File: config.mk
export PLATFORM = sky130hd
export DESIGN_NAME = jk_reg_bank
export DESIGN_NICKNAME = d
export VERILOG_FILES = /design/src/rtl/jk_reg_bank_pkg.sv /design/src/rtl/jk_cell.sv /design/src/rtl/jk_reg_bank.sv
export SDC_FILE = /design/constraint.sdc
export NUM_CORES = 1
export LEC_CHECK = 0
export BUFFER_PORTS_ARGS = -buffer_cell sky130_fd_sc_hd__buf_2
export CAP_MARGIN = 20
export CELL_PAD_IN_SITES_DETAIL_PLACEMENT = 0
export CELL_PAD_IN_SITES_GLOBAL_PLACEMENT = 2
export CORE_ASPECT_RATIO = 1.2
export CORE_UTILIZATION = 32
export CTS_CLUSTER_SIZE = 16
export DETAILED_ROUTE_END_ITERATION = 8
export PLACE_DENSITY_LB_ADDON = 0.1
export RECOVER_POWER = 25
export SLEW_MARGIN = 30
export SYNTH_ARGS = -nofsm -noshare
export SYNTH_HDL_FRONTEND = slang
export SYNTH_SLANG_ARGS = --single-unit
File: constraint.sdc
create_clock -name clk -period 5.4 [get_ports clk]
set_input_delay 0 -clock clk [delete_from_list [all_inputs] [get_ports clk]]
set_output_delay 0 -clock clk [all_outputs]
set_load 0.01 [all_outputs]
File: src/rtl/jk_reg_bank_pkg.sv
// Shared definitions for the JK register bank: bank mode encoding and its width.
package jk_reg_bank_pkg;

    localparam int unsigned JK_MODE_W = 2;

    typedef enum logic [JK_MODE_W-1:0] {
        JK_MODE_JK   = 2'd0,
        JK_MODE_UP   = 2'd1,
        JK_MODE_DOWN = 2'd2,
        JK_MODE_LOAD = 2'd3
    } jk_mode_e;

endpackage

File: src/rtl/jk_cell.sv
// Single-bit JK flop with update enable and asynchronous active-high reset to a
// per-cell reset value.
module jk_cell (
    input  logic clk,
    input  logic reset,
    input  logic i_rst_val,
    input  logic i_en,
    input  logic i_j,
    input  logic i_k,
    output logic o_q
);

    logic r_q;

    // Classic JK behaviour: hold, clear, set, toggle.
    always_ff @(posedge clk or posedge reset) begin
        if (reset) begin
            r_q <= i_rst_val;
        end else if (i_en) begin
            unique case ({i_j, i_k})
                2'b00:   r_q <= r_q;
                2'b01:   r_q <= 1'b0;
                2'b10:   r_q <= 1'b1;
                default: r_q <= ~r_q;
            endcase
        end
    end

    assign o_q = r_q;

endmodule

File: src/rtl/jk_reg_bank.sv
// WIDTH-bit register bank of JK cells with JK, count up/down and parallel load
// modes, plus a registered roll-over pulse.
// Build option: define JK_REG_BANK_SAT_EN to make counting saturate at the
// ends of the range (wrap then stays 0).
module jk_reg_bank
    import jk_reg_bank_pkg::*;
#(
    parameter int unsigned      WIDTH     = 8,
    parameter logic [WIDTH-1:0] RESET_VAL = '0
) (
    input  logic                 clk,
    input  logic                 reset,
    input  logic                 en,
    input  logic [JK_MODE_W-1:0] mode,
    input  logic [WIDTH-1:0]     j,
    input  logic [WIDTH-1:0]     k,
    input  logic [WIDTH-1:0]     d,
    output logic [WIDTH-1:0]     q,
    output logic                 wrap
);

    jk_mode_e         w_mode;
    logic [WIDTH-1:0] w_q;
    logic [WIDTH-1:0] w_up_t;
    logic [WIDTH-1:0] w_dn_t;
    logic [WIDTH-1:0] w_j;
    logic [WIDTH-1:0] w_k;
    logic             w_all_ones;
    logic             w_all_zero;
    logic             w_up_hold;
    logic             w_dn_hold;

    assign w_mode     = jk_mode_e'(mode);
    assign w_all_ones = &w_q;
    assign w_all_zero = ~|w_q;

    // Toggle enables: each bit is a flat AND of the lower bits, so synthesis
    // builds a log-depth tree rather than a ripple chain.
    for (genvar i = 0; i < WIDTH; i++) begin : g_chain
        if (i == 0) begin : g_lsb
            assign w_up_t[i] = 1'b1;
            assign w_dn_t[i] = 1'b1;
        end else begin : g_upper
            assign w_up_t[i] = &w_q[i-1:0];
            assign w_dn_t[i] = &(~w_q[i-1:0]);
        end
    end

`ifdef JK_REG_BANK_SAT_EN
    // At the range ends the toggle chain is suppressed so the count sticks.
    assign w_up_hold = w_all_ones;
    assign w_dn_hold = w_all_zero;
    assign wrap      = 1'b0;
`else
    logic r_wrap;
    logic w_wrap_d;

    assign w_up_hold = 1'b0;
    assign w_dn_hold = 1'b0;
    assign w_wrap_d  = en & (((w_mode == JK_MODE_UP) & w_all_ones) |
                             ((w_mode == JK_MODE_DOWN) & w_all_zero));

    // Roll-over pulse registered alongside the q update it belongs to.
    always_ff @(posedge clk or posedge reset) begin
        if (reset) begin
            r_wrap <= 1'b0;
        end else begin
            r_wrap <= w_wrap_d;
        end
    end

    assign wrap = r_wrap;
`endif

    // Per-cell J/K selection for the active bank mode.
    always_comb begin
        w_j = '0;
        w_k = '0;
        unique case (w_mode)
            JK_MODE_JK: begin
                w_j = j;
                w_k = k;
            end
            JK_MODE_UP: begin
                w_j = w_up_t & {WIDTH{~w_up_hold}};
                w_k = w_up_t & {WIDTH{~w_up_hold}};
            end
            JK_MODE_DOWN: begin
                w_j = w_dn_t & {WIDTH{~w_dn_hold}};
                w_k = w_dn_t & {WIDTH{~w_dn_hold}};
            end
            JK_MODE_LOAD: begin
                w_j = d;
                w_k = ~d;
            end
            default: begin
                w_j = '0;
                w_k = '0;
            end
        endcase
    end

    for (genvar i = 0; i < WIDTH; i++) begin : g_cell
        jk_cell u_cell (
            .clk       (clk),
            .reset     (reset),
            .i_rst_val (RESET_VAL[i]),
            .i_en      (en),
            .i_j       (w_j[i]),
            .i_k       (w_k[i]),
            .o_q       (w_q[i])
        );
    end

    assign q = w_q;

endmodule

**After elaboration in Yosys (flattened, before gate mapping)**

Cells that the tools add are included.

- Word-level logic and storage cells: 97
- Flip-flop bits (word level): 9
- Bits in latches: 0
- Memory bits (read-only): 0
- Memories kept: 0
- Output and inout port bits: 9
- Bits in writable memories: 0
- Bits of input ports: 29

- Divide/modulo/power cells: 0
- Muxes and demuxes: 10
- Equality and inequality tests: 19
- Multiply operators: 0
- Reduce and logical (&&, ||, !) cells: 32
- Shifts and indexed selects: 0
- Magnitude comparators: 0
- Bitwise operators: 27
- $add $sub $neg: 0

Operators by type and width:

| cell | count |
|---|---|
| 8-bit one-hot mux with 4 select lines | 2 |
| 1-bit one-hot mux with 3 select lines | 8 |
| 2-bit equality test, second input constant | 10 |
| 2-bit AND reduction | 10 |
| 2-bit by 1-bit equality test with 1-bit output, second input constant | 9 |
| 2-bit logical NOT | 9 |
| 1-bit inverter | 16 |
| 7-bit AND reduction | 2 |
| 6-bit AND reduction | 2 |
| 5-bit AND reduction | 2 |
| 8-bit inverter | 1 |
| 4-bit AND reduction | 2 |
| 8-bit AND reduction | 1 |
| 8-bit OR reduction | 1 |
| 7-bit inverter | 1 |
| 6-bit inverter | 1 |
| 3-bit AND reduction | 2 |
| 5-bit inverter | 1 |
| 4-bit inverter | 1 |
| 1-bit AND | 3 |
| 3-bit inverter | 1 |
| 2-bit inverter | 1 |
| 1-bit logical NOT | 1 |
| 1-bit bitwise OR | 1 |

**Longest topological paths before layout**

Gate-level depths: netlist of the first run.

- Depth after elaboration: 6
- Mapped depth: 9

**Least setup slack after synthesis of the first run**

No wires, ideal clock.

- Path type: reg-to-reg
- Start point: reg g_cell[2].u_cell.r_q
- End point: reg g_cell[7].u_cell.r_q
- Data required time: 5.272 ns
- Period minus slack after synthesis: 2.110 ns
- Cell stages (with the launch flop): 9
- Library setup time: 0.128 ns
- Path slack: 3.290 ns
- Data arrival time: 1.982 ns
- Path through: dfrtp_1 > or4_4 > buf_6 > nor4_4 > a311oi_1 > ha_1 > nand2b_1 > o21ai_0 > o31ai_1

- Word-level cells in the longest chain between the ends: 6
- Elaborated cells on any way between the ends: 11
- Classes of those cells: eq/ne: 2; mux: 3; bitwise: 2; reduce/logical: 4

Ends and longest elaborated chain:

| what | line | text |
|---|---|---|
| from (decl) | jk_cell.sv:13 | `logic r_q;` |
| from (signal assigned) | jk_cell.sv:18 | `r_q <= i_rst_val;` |
| from (signal assigned) | jk_cell.sv:21 | `2'b00: r_q <= r_q;` |
| from (signal assigned) | jk_cell.sv:24 | `default: r_q <= ~r_q;` |
| parallel branches: the longest is 6 deep, another holds 8-bit one-hot mux with 4 select lines | -- |  |
| to (signal assigned) | jk_cell.sv:18 |  |
| to (signal assigned) | jk_cell.sv:21 |  |
| to (signal assigned) | jk_cell.sv:24 |  |
| to (decl) | jk_cell.sv:13 |  |

Parallel ways; which one is timed is not known.
A chain may end at the register's enable or synchronous reset.

**Worst setup path after layout of the first run**

- Start point: reg g_cell[0].u_cell.r_q
- End point: reg g_cell[7].u_cell.r_q

- Word-level cells in the longest chain between the ends: 6
- Elaborated cells on any way between the ends: 11
- Classes of those cells: eq/ne: 2; mux: 3; bitwise: 2; reduce/logical: 4

Ends and longest elaborated chain:

| what | line |
|---|---|
| from (decl) | jk_cell.sv:13 |
| from (signal assigned) | jk_cell.sv:18 |
| from (signal assigned) | jk_cell.sv:21 |
| from (signal assigned) | jk_cell.sv:24 |
| parallel branches: the longest is 6 deep, another holds 8-bit one-hot mux with 4 select lines | -- |

Parallel ways; which one is timed is not known.

==> results of run 1 <==
-- where the power goes --
part	switching [mW]	leakage (nW)	total [mW]	internal (mW)
Clock	0.0304	0.0228	0.0822	0.0518
Combinational	0.107	0.539	0.205	0.0976
Sequential	0.0595	0.113	0.154	0.0943
-- repair_timing --
| item | in CTS | in global routing |
|---|---|---|
| setup buffers | 0 | 0 |
| hold endpoints to repair | 9 | 0 |
| hold buffers | 1 | 0 |
-- cell families after synthesis --
family,share of synthesized area
AND/OR/NAND/NOR,0.290
buffers and inverters,0.0862
multiplexers,0.00871
flip-flops,0.174
adder cells (fa/ha/maj),0.155
AO/OA/AOI/OAI,0.286
-- cell usage after synthesis (all sizes together), types with 2 or more instances --
cell and n:
a211o 4, dfrtp 9, o211ai 5, inv 3
clkbuf 5, buf 11, or3 4, o2bb2ai 3
a22o 2, a221oi 2, nor2b 11, nor2 13
o31ai 10, a311oi 2, a211oi 4, nor3 5
nand2 11, o31a 3, and2 2, o21ai 7
nand3 3, nand2b 8, ha 16
-- how the worst min path moves through the flow --
stage	slack, ns	end	start	cells past startpoint
2_1_floorplan	-0.17	g_cell[0].u_cell.o_q	reset	1
3_3_place_gp	0.006	wrap	reset	2
3_5_place_dp	0.01	g_cell[5].u_cell.o_q	reset	2
4_1_cts	0.15	wrap	en	2
5_1_grt	0.16	wrap	en	2
6_report	0.15	wrap	en	2
-- metal layers --
metal / up-vias / GRT usage / share of wire
li1: 645 / - / -
met1: 570 / 0.196 / 0.44
met2: 26 / 0.298 / 0.52
met3: 6 / 0.0217 / 0.027
met4: 0 / 0.0568 / 0.011
met5: - / 0 / 0
-- area by class of cell --
class,count,area [um^2],share of cell area
timing repair buffer,38,195,0.130
clock buffer,4,45.0,0.0301
multi-input combinational,131,956,0.638
inverter,3,11.3,0.00752
tap,52,65.1,0.0434
sequential,9,225,0.150
-- placed cells by master (no fill, tap or decap), types with 5 or more instances in the layout --
cell type,count
buf_2,37
nor2b_1,11
o31ai_1,10
nand2_1,11
dfrtp_1,9
o211ai_1,5
nand2b_1,8
o21ai_0,6
ha_1,16
nor2_1,13
-- flip-flops by register name (all words and copies together) (netlist names) --
signal / flops
g_cell.u_cell.o_q: 8
wrap: 1
-- stage by stage --
step / hold WS, ns / worst slack, ns
6_report: 0.150 / 3.14
3_3_place_gp: 0.00611 / 3.19
4_1_cts: 0.151 / 3.13
2_1_floorplan: -0.172 / 3.29
5_1_grt: 0.160 / 3.02
3_5_place_dp: 0.0138 / 3.14
==> flow_summary.ini, run 1 <==
[routing]
avgViaCountPerCell = 5.26
drt_iter0_markers = 42
drcViolationCount = 0
via_count = 1247
drtAntennaViolNets = 0
avgRoutedWirePerCell_um = 13.5
first_pass_iters = 4
wirelength_um = 3200

[floorplan]
initial_core_util = 0.344
die-area_um2 = 4300
coreArea_um2 = 3750
die_w_um = 60.0
ios = 38
die_h_um = 71.6
rows = 24

[pwr]
power_mw = 0.441
peakVddDrop_uv = 85.9
p_leak_nw = 0.675
powerDensity_nw_per_um2 = 294

[logic_synthesis]
ys_ff_latch = 9
synthArstFlopShare = 1.00
synthesis.area_um2 = 1290
ys_warn_count = 0
synth.avg_cell_area_um2 = 8.13
ys.flop_type = dfrtp_1
syn-num-nets = 204
yosys-top-cells-area = dfrtp_1 (17%), ha_1 (15%), o31ai_1 (5.8%), nor2b_1 (5.3%), buf_4 (4.6%)
syn_inst = 159
synth_edf_count = 0
synth_top_area_cell = dfrtp_1
synth_cell_types = 43
synth.top_cell.area_share = 0.174
ys_seq_area_frac = 0.174

[worst_setup_path]
r2r_end = g_cell[7].u_cell.o_q
cp.arrival_ns = 2.38
crit_end = g_cell[7].u_cell.o_q
r2r_cells = 7
path_cells = or4_4 -> nor4_4 -> a311oi_1 -> ha_1 -> nand2b_1 -> o21ai_0 -> o31ai_1
slowest_stage = or4_4
crit_buf_inv = 0
worstSetupPathDepth = 7
crit_type = flip-flop to flip-flop
crit_start = g_cell[0].u_cell.o_q
slowest_delay_ns = 0.62
cp-start-kind = flip-flop
crit_path_end_kind = flip-flop
cp.required_ns = 5.52
critPathMaxFanout = 13
crit_family = simple AND/OR/NAND/NOR gates
timing.rr.start = g_cell[0].u_cell.o_q
reg2reg_slack_ns = 3.14

[place]
place.gp.congestion = 0.659
dp_hpwl_um = 2480
io_buffer_count = 37
dpl.cell_count = 232
dpl-instance-area_um2 = 1440

[timing]
max_freq_mhz = 442
worst_pin_slew_ns = 0.544
finalHoldViolCount = 0
fin_crit_sh = 0.419
fin_crit_ns = 2.26
slew_viol_final = 0
finClkSkew_ns = 0.00266
rsz0062_at_grt = false
fin_tns_setup_ns = 0
setup_viol = 0
relSlewSlack = 0.636

[global_routing]
track_usage = 0.165
grt_pass1_wl_um = 5490
grt_max_degree = 30
antenna_found_initial = 0
grt_overflow = 0
grt_pass1_vias = 1236

[layout]
area_growth_pct = 15.9
nNetsFinal = 231
drive_above_1_share = 0.249
final_cells = 237
postLayoutCellArea_um2 = 1500
antenna_cells = 0
postLayoutCoreUtil = 0.399
fillers = 405

[clocking]
cts_tree = built
clock-root-buffer = clkbuf_8
clkTransAtPathRegs_ns = 0.05
clkLatencyLatePin_ns = 0.24
cts_buffer_depth = 2
cts_resized = 0
cts_buffers = 3
h-tree-depth = 1
clock_sinks = 9

[hold_path]
holdCritPathClass = primary input to flip-flop

[outcome]
status = finished, final reports clean

[flow_run]
max_cap_viol_count = 0
No activity file was read; power rests on OpenSTA's default activity.
==> run 2, diff against run 1 <==
Settings changed: ABC_AREA from default to 1, CORE_UTILIZATION 32 to 26.
Clock period 5.4 ns to 2.1 ns, I/O delays scaled along.
==> flow_summary.ini, run 2 <==
[outcome]
status = finished, final reports clean

[logic_synthesis]
ys_warn_count = 0
yosys-top-cells-area = dfrtp_1 (19%), ha_1 (17%), nand2_1 (12%), inv_1 (10%), o21ai_0 (8.9%)
ys_ff_latch = 9
synth.avg_cell_area_um2 = 6.35
synthesis.area_um2 = 1190
ys_top_cells_by_count = nand2_1 (39), inv_1 (32), o21ai_0 (21), nor2_1 (17), ha_1 (16)
synth.top_cell.area_share = 0.190
syn-num-nets = 232
synth_edf_count = 0
ys_seq_area_frac = 0.190
syn_inst = 187
synth.most_common_cell = nand2_1
synthArstFlopShare = 1.00
ys.flop_type = dfrtp_1
synth_top_area_cell = dfrtp_1
synth_cell_types = 21

[layout]
drive_above_1_share = 0.213
antenna_cells = 0
largest_reg_flops = 8
postLayoutCellArea_um2 = 1460
final_cell_mix = nand2_1 (39), buf_2 (37), inv_1 (32)
final_common_cell = nand2_1
area_growth_pct = 22.8
nNetsFinal = 267

[global_routing]
grt_max_degree = 23
grt_overflow = 0
track_usage = 0.144
antenna_found_initial = 0
grt_pass1_vias = 1191
grt_pass1_wl_um = 5310

[timing]
max_freq_mhz = 525
setup_viol = 0
fin_crit_ns = 1.90
finClkSkew_ns = 0.000520
fin_crit_sh = 0.906
finalHoldViolCount = 0
slew_viol_final = 0
worst_pin_slew_ns = 0.432
fin_tns_setup_ns = 0
rsz0062_at_grt = false
relSlewSlack = 0.711

[place]
place.gp.congestion = 0.771
io_buffer_count = 37
dpl-instance-area_um2 = 1390
dp_hpwl_um = 2760

[worst_setup_path]
critPathMaxFanout = 5
path_cells = nor2_1 -> nand2_1 -> nor2_4 -> nand2_1 -> nand3_1 -> o21ai_0 -> ha_1 -> nand2_1 -> o21ai_0 -> o31ai_1
cp.arrival_ns = 2.04
crit_path_end_kind = flip-flop
slowest_delay_ns = 0.42
path_common_cell = nand2_1
crit_buf_inv = 0
crit_family = simple AND/OR/NAND/NOR gates
cp-start-kind = flip-flop
cp.required_ns = 2.24
slowest_stage = dfrtp_1
reg2reg_slack_ns = 0.20
crit_type = flip-flop to flip-flop

[routing]
via_count = 1283
first_pass_iters = 4
wirelength_um = 3350
drt_iter0_markers = 40
avgRoutedWirePerCell_um = 12.1
drtAntennaViolNets = 0
drcViolationCount = 0
avgViaCountPerCell = 4.63

[floorplan]
rows = 26
initial_core_util = 0.274
ios = 38
die-area_um2 = 4840
die_h_um = 76.0
die_w_um = 63.7
coreArea_um2 = 4330

[flow_run]
max_cap_viol_count = 0

[pwr]
peakVddDrop_uv = 216
power_mw = 1.06
p_leak_nw = 0.808
powerDensity_nw_per_um2 = 725

[clocking]
clkLatencyLatePin_ns = 0.24
clock_sinks = 9
cts_buffers = 3
clkTransAtPathRegs_ns = 0.05
cts_setup_buffers = 0
h-tree-depth = 1
cts_buffer_depth = 2
cts_tree = built
clock-root-buffer = clkbuf_8

[hold_path]
holdCritPathClass = primary input to flip-flop
==> run 2: area by class of cell <==
type / instances / area [um^2]
clock buffer: 4 / 45.0
timing repair buffer: 40 / 210
inverter: 34 / 128
sequential: 9 / 225
fill: 499 / 2870
multi-input combinational: 134 / 779
tap: 56 / 70.1
==> run 2: final timing paths <==
check | startpoint | endpoint | cells past startpoint
worst max-delay path | g_cell[1].u_cell.o_q | g_cell[5].u_cell.o_q | 10
worst min-delay path | en | wrap | 3
worst max register to register | g_cell[1].u_cell.o_q | g_cell[5].u_cell.o_q | 10
worst min register to register | g_cell[6].u_cell.o_q | g_cell[6].u_cell.o_q | 3
max in group asynchronous | reset | g_cell[5].u_cell.o_q | 3
min in group asynchronous | reset | g_cell[6].u_cell.o_q | 3
==> run 2: stage by stage <==
step | hold WS, ns | cells | utilization | setup WS, ns
final | 0.182 | 277 | 0.337 | 0.197
after detailed placement | 0.0196 | 272 | 0.321 | 0.0982
after CTS | 0.210 | 277 | 0.333 | 0.0859
after global placement | 0.00895 | 272 | 0.321 | 0.206
after global routing | 0.208 | 277 | 0.337 | 0.00161
after floorplan | -0.172 | 187 | - | 0.408
==> run 2: logic make-up after synthesis <==
group / after synthesis / share of synthesized area
fa+ha+maj: 16 / 0.169
compound gates: 41 / 0.194
flops: 9 / 0.190
simple gates: 77 / 0.281
buf+inv: 44 / 0.166
==> run 2: worst min-delay path, stage by stage <==
cell and delay [ns]:
buf_2 0.10, clkinv_1 0.21, a21oi_1 0.07
==> run 2: power breakdown <==
group	internal (mW)	switching, mW
Sequential	0.238	0.0874
Combinational	0.205	0.318
Clock	0.133	0.0753
==> run 2: per-layer routing <==
metal  up-vias  share of wire  global-route usage
met5         -              0                   0
met4         0          0.013              0.0477
met3         5          0.038              0.0269
met2        28           0.51               0.267
met1       583           0.44               0.160
li1        667              -                   -
==> run 2: timing repair <==
item                                    CTS  global route
hold buffers                              1             0
resized for setup                         0             4
endpoints found under the setup margin    0             2
endpoints found under the hold margin     9             0
